===== src/rtl/rv32_pkg.sv =====
// Shared RV32 integer-datapath constants used by the writeback and decode stages.
package rv32_pkg;

  localparam int XLEN       = 32;
  localparam int REG_ADDR_W = 5;
  localparam int NUM_REGS   = 32;

  localparam logic [REG_ADDR_W-1:0] REG_ZERO = 5'd0;

endpackage


===== src/rtl/wb_select.sv =====
// Writeback value select: load data or ALU result. Shared with the forwarding network.
module wb_select #(
  parameter int XLEN = 32
) (
  input  logic            mem_to_reg,
  input  logic [XLEN-1:0] mem_data,
  input  logic [XLEN-1:0] alu_result,
  output logic [XLEN-1:0] wb_data
);

  assign wb_data = mem_to_reg ? mem_data : alu_result;

endmodule


===== src/rtl/wb_regfile.sv =====
// Writeback commit into the 32x32 integer register file, two bypassed decode read
// ports, a one-cycle-delayed commit trace and a retired-write counter.
module wb_regfile #(
  parameter int XLEN  = rv32_pkg::XLEN,
  parameter int CNT_W = 32
) (
  input  logic                          clk,
  input  logic                          rst_n,
  input  logic [XLEN-1:0]               mem_data_WB_in,
  input  logic [XLEN-1:0]               alu_WB_in,
  input  logic                          RegWrite_WB_in,
  input  logic                          MemtoReg_WB_in,
  input  logic [rv32_pkg::REG_ADDR_W-1:0] rd_WB_in,
  input  logic [rv32_pkg::REG_ADDR_W-1:0] rs1_ID_in,
  input  logic [rv32_pkg::REG_ADDR_W-1:0] rs2_ID_in,
  output logic [XLEN-1:0]               rs1_data_ID_out,
  output logic [XLEN-1:0]               rs2_data_ID_out,
  output logic                          commit_valid_out,
  output logic [rv32_pkg::REG_ADDR_W-1:0] commit_rd_out,
  output logic [XLEN-1:0]               commit_data_out,
  output logic [CNT_W-1:0]              retired_cnt_out
);

  import rv32_pkg::*;

  logic [XLEN-1:0]  wb_data;
  logic             we_eff;
  // x0 is never stored; its reads are forced to zero below.
  logic [XLEN-1:0]  regs [1:NUM_REGS-1];

  wb_select #(.XLEN(XLEN)) u_wb_select (
    .mem_to_reg (MemtoReg_WB_in),
    .mem_data   (mem_data_WB_in),
    .alu_result (alu_WB_in),
    .wb_data    (wb_data)
  );

  assign we_eff = RegWrite_WB_in && (rd_WB_in != REG_ZERO);

  // Same-cycle write-through keeps the WB->ID hazard stall-free.
  always_comb begin
    rs1_data_ID_out = '0;
    if (rs1_ID_in == REG_ZERO) begin
      rs1_data_ID_out = '0;
    end else if (we_eff && (rs1_ID_in == rd_WB_in)) begin
      rs1_data_ID_out = wb_data;
    end else begin
      rs1_data_ID_out = regs[rs1_ID_in];
    end
  end

  always_comb begin
    rs2_data_ID_out = '0;
    if (rs2_ID_in == REG_ZERO) begin
      rs2_data_ID_out = '0;
    end else if (we_eff && (rs2_ID_in == rd_WB_in)) begin
      rs2_data_ID_out = wb_data;
    end else begin
      rs2_data_ID_out = regs[rs2_ID_in];
    end
  end

  // Reset wins over a concurrent write: nothing is stored or counted.
  always_ff @(posedge clk) begin
    if (!rst_n) begin
      for (int i = 1; i < NUM_REGS; i++) begin
        regs[i] <= '0;
      end
    end else if (we_eff) begin
      regs[rd_WB_in] <= wb_data;
    end
  end

  always_ff @(posedge clk) begin
    if (!rst_n) begin
      commit_valid_out <= 1'b0;
      commit_rd_out    <= '0;
      commit_data_out  <= '0;
      retired_cnt_out  <= '0;
    end else begin
      commit_valid_out <= we_eff;
      commit_rd_out    <= rd_WB_in;
      commit_data_out  <= wb_data;
      if (we_eff) begin
        retired_cnt_out <= retired_cnt_out + {{(CNT_W-1){1'b0}}, 1'b1};
      end
    end
  end

endmodule


===== config.mk =====
export PLATFORM = sky130hd
export DESIGN_NAME = wb_regfile
export DESIGN_NICKNAME = d
export VERILOG_FILES = /design/src/rtl/rv32_pkg.sv /design/src/rtl/wb_select.sv /design/src/rtl/wb_regfile.sv
export SDC_FILE = /design/constraint.sdc
export NUM_CORES = 2
export LEC_CHECK = 0
export CAP_MARGIN = 20
export CORE_ASPECT_RATIO = 1.1
export CORE_UTILIZATION = 55
export CTS_BUF_LIST = sky130_fd_sc_hd__clkbuf_4 sky130_fd_sc_hd__clkbuf_8
export DETAILED_ROUTE_END_ITERATION = 12
export HOLD_SLACK_MARGIN = 0.08
export PLACE_DENSITY = 0.76
export SETUP_SLACK_MARGIN = 0.3
export SLEW_MARGIN = 10
export SYNTH_ARGS = -nofsm -noshare
export SYNTH_HDL_FRONTEND = slang
export SYNTH_SLANG_ARGS = --single-unit

===== constraint.sdc =====
create_clock -name clk -period 2.8 [get_ports clk]
set_clock_uncertainty 0.05 [all_clocks]
set_input_delay 0.42 -clock clk [delete_from_list [all_inputs] [get_ports clk]]
set_output_delay 0.42 -clock clk [all_outputs]
set_load 0.02 [all_outputs]

==> reports/qor.yml <==
logic_synthesis:
  synth_xor_area_share_pct: 0.557
  synth_area_leader_cell: "edfxtp_1"
  synth_edf_count: 1024
  synthCells: 4102
  synth.avg_cell_area_sq_um: 13.8
  ys_seq_area_share_pct: 56.8
  async_flop_share_pct: 0
  synth_area_sq_um: 56600
  muxShareOfSynthArea_pct: 22.9
  synth.distinct_cells: 66
  synthAdderAreaFrac_pct: 0.0221
  synth_top_family_by_area: "multiplexers"
  ys_ff_latch: 1094
  synth_area_leaders: "edfxtp_1, mux4_2, nor2_1"
  synthFlopType: "edfxtp_1"
  synthSimpleGateAreaFrac_pct: 10.3
  synth_top_area_share_pct: 54.3
  yosysWarnings: 0
  synth_compound_area_share_pct: 4.80
route:
  drt-pass1-iter-count: 6
  routed_via_density: 7.03
  vias: 44100
  drtIter0Drc: 7541
  wl_per_cell_um: 33.5
  drtAntennaViolNets: 0
  drc: 0
  routed_wl_mm: 210
setup_path:
  startpoint: "regs[0][22]"
  path_cells: "mux4_4, mux4_2, nor2_4, a311oi_2, buf_4, nand2_4, o21ai_2, buf_6"
  start_kind: "flop"
  crit_type: "flop to output port"
  reg2reg_depth: 7
  crit_family: "multiplexers"
  rr_startpoint: "retired_cnt_out[3]"
  crit_required_ps: 2330
  cp_max_fo: 2
  path_buf_inv: 2
  slowest_delay_ps: 600
  cp_slowest_cell: "mux4_4"
  timing.rr.end: "retired_cnt_out[31]"
  crit_path_end_kind: "output port"
  regToRegSetupSlack_ps: 730
  worst_ep_arrival_time_ps: 3110
global_route:
  grtUsageTotal_pct: 40.1
  grt_pass1_wl_mm: 296
  grt_antenna_before_repair: 4
  overflow: 0
  grt_max_degree: 62
  grt_pass1_vias: 43800
sta:
  timing.final.crit_share_pct: 128
  setup_ws_ps: -778
  period_needed_ps: 3580
  finalSetupTns_ps: -25020
  max_freq_mhz: 280
  finalSetupViolations: 64
  drv_slew: 0
  rsz0062_at_grt: "true"
  worstMarginPinSlew_ps: 732
  hold-worst-slack_ps: 212
  slew_headroom_pct: 51.2
  hold_viol: 0
finish:
  drive_gt1_share_pct: 36.8
  fin_nets: 4853
  fin_util_pct: 69.1
  layoutNonFillerInstCount: 6280
  area_growth_pct: 24.6
hold_path:
  hold_start: "rd_WB_in[0]"
  whs_path_depth: 6
  hold_end: "retired_cnt_out[1]"
  worstHoldPathType: "primary input to flop"
pwr:
  power_leakage_nw: 26.1
  total_power_mw: 40.4
  cellPowerDensity_nw_per_um2: 573
  vdd_drop_max_mv: 0.515
floorplanning:
  start_util_pct: 55.4
  core-area_sq_um: 102000
  die_x_um: 308
  dieArea_sq_um: 104000
  die_h_um: 339
  ios: 217
  rows: 123
run_status:
  status: "complete, but fails checks"
  violations: "setup timing"
placement:
  place_hpwl_mm: 135
  port_buffers: 216
  routabilityCongestion: 0.975
  placed_cells_incl_taps: 5918
run:
  maxCapViolCount: 0
clock_network:
  cts_inserted_buffers: 171
  clockRootBuffer: "clkbuf_8"
  cts_tree: "yes"
  path_clk_slew_ps: 60
  h-tree-depth: 4
  clock-sinks: 1094
  clk-insertion-delay-late_ps: 870
  clk_path_buf_depth: 3
synth_stat cells (43+ instances only):
master	count
inv_1	43
nor2_1	1053
dfxtp_1	70
nor2b_1	58
edfxtp_1	1024
nand2_1	165
a221oi_1	48
clkbuf_1	262
o21ai_0	50
a21oi_1	57
mux2i_1	247
buf_2	58
mux4_2	427
what timing repair did:
action,in CTS,in global routing
setup buffers,27,18
pin swaps,115,68
hold buffers,5,0
endpoints found under the setup margin,65,64
gates resized for setup,527,83
hold endpoints to repair,10,0
cloned,3,0
layout by cell type (no fill, tap or decap), types with 41 or more instances in the layout:
cell type        synthesis  routed
nor2_1                1053    1026
edfxtp_1              1024    1024
buf_4                   23     513
mux4_2                 427     444
mux2i_1                247     206
clkbuf_8                 0     177
buf_12                  24     137
clkdlybuf4s50_1          0     133
nand2_1                165     102
dfxtp_1                 70      70
buf_6                   27      70
nand2_2                  0      54
nor2b_1                 58      50
clkbuf_4                 3      47
inv_1                   43      41
sequential cells by signal (all words and copies together), names as in the netlist:
| signal | cells |
|---|---|
| commit_rd_out | 5 |
| regs | 1024 |
| retired_cnt_out | 32 |
| commit_data_out | 32 |
| commit_valid_out | 1 |
cells by family (layout without fill, tap and decap cells):
family                   after synthesis  after routing
multiplexers                         708            708
AO/OA/AOI/OAI                        375            375
AND/OR/NAND/NOR                     1424           1424
XOR/XNOR                              36             36
other                                  1             37
flip-flops                          1094           1094
buffers and inverters                463           1230
adder cells (fa/ha/maj)                1              1
worst min-delay path, delay by kind of cell:
family	cells	cell delay [ps]
buf+inv	2	290
simple gates	2	160
compound gates	1	150
mux	1	70
routing by layer:
| layer | global-route usage (%) | part of all wire (%) |
|---|---|---|
| met1 | 48.6 | 30 |
| met2 | 59.0 | 44 |
| met3 | 16.8 | 18 |
| met4 | 25.9 | 7.7 |
| met5 | 1.26 | 0.082 |
worst max path at each step:
stage	to	slack, ps	cells past startpoint
after floorplan	regs[18][0]	120	7
after global placement	rs2_data_ID_out[21]	-1170	11
after detailed placement	rs2_data_ID_out[21]	-1120	11
after CTS	rs2_data_ID_out[3]	-780	9
after global routing	rs2_data_ID_out[3]	-790	9
final	rs2_data_ID_out[22]	-780	8
report_power, final:
group | internal (mW) | switching (mW) | total (mW)
Clock | 7.33 | 6.52 | 13.8
Combinational | 3.27 | 4.07 | 7.34
Sequential | 18.8 | 0.492 | 19.3
per-stage QoR:
stage | cell area (sq um) | setup slack (ps)
finish | 70600 | -778
global route | 70600 | -794
CTS | 70000 | -779
detailed placement | 65400 | -1120
global placement | 65400 | -1170
floorplan | 57300 | 118
area by class of cell:
class	count	area (sq um)
flip-flops and latches	1094	32200
fillers	6573	31600
multi-input cells	2576	24000
repair buffers	881	9120
clock buffers	224	2790
well taps	1375	1720
clock inverters	80	609
inverters	45	171
diodes	5	12.5
Power figures use the tool's default switching activity.
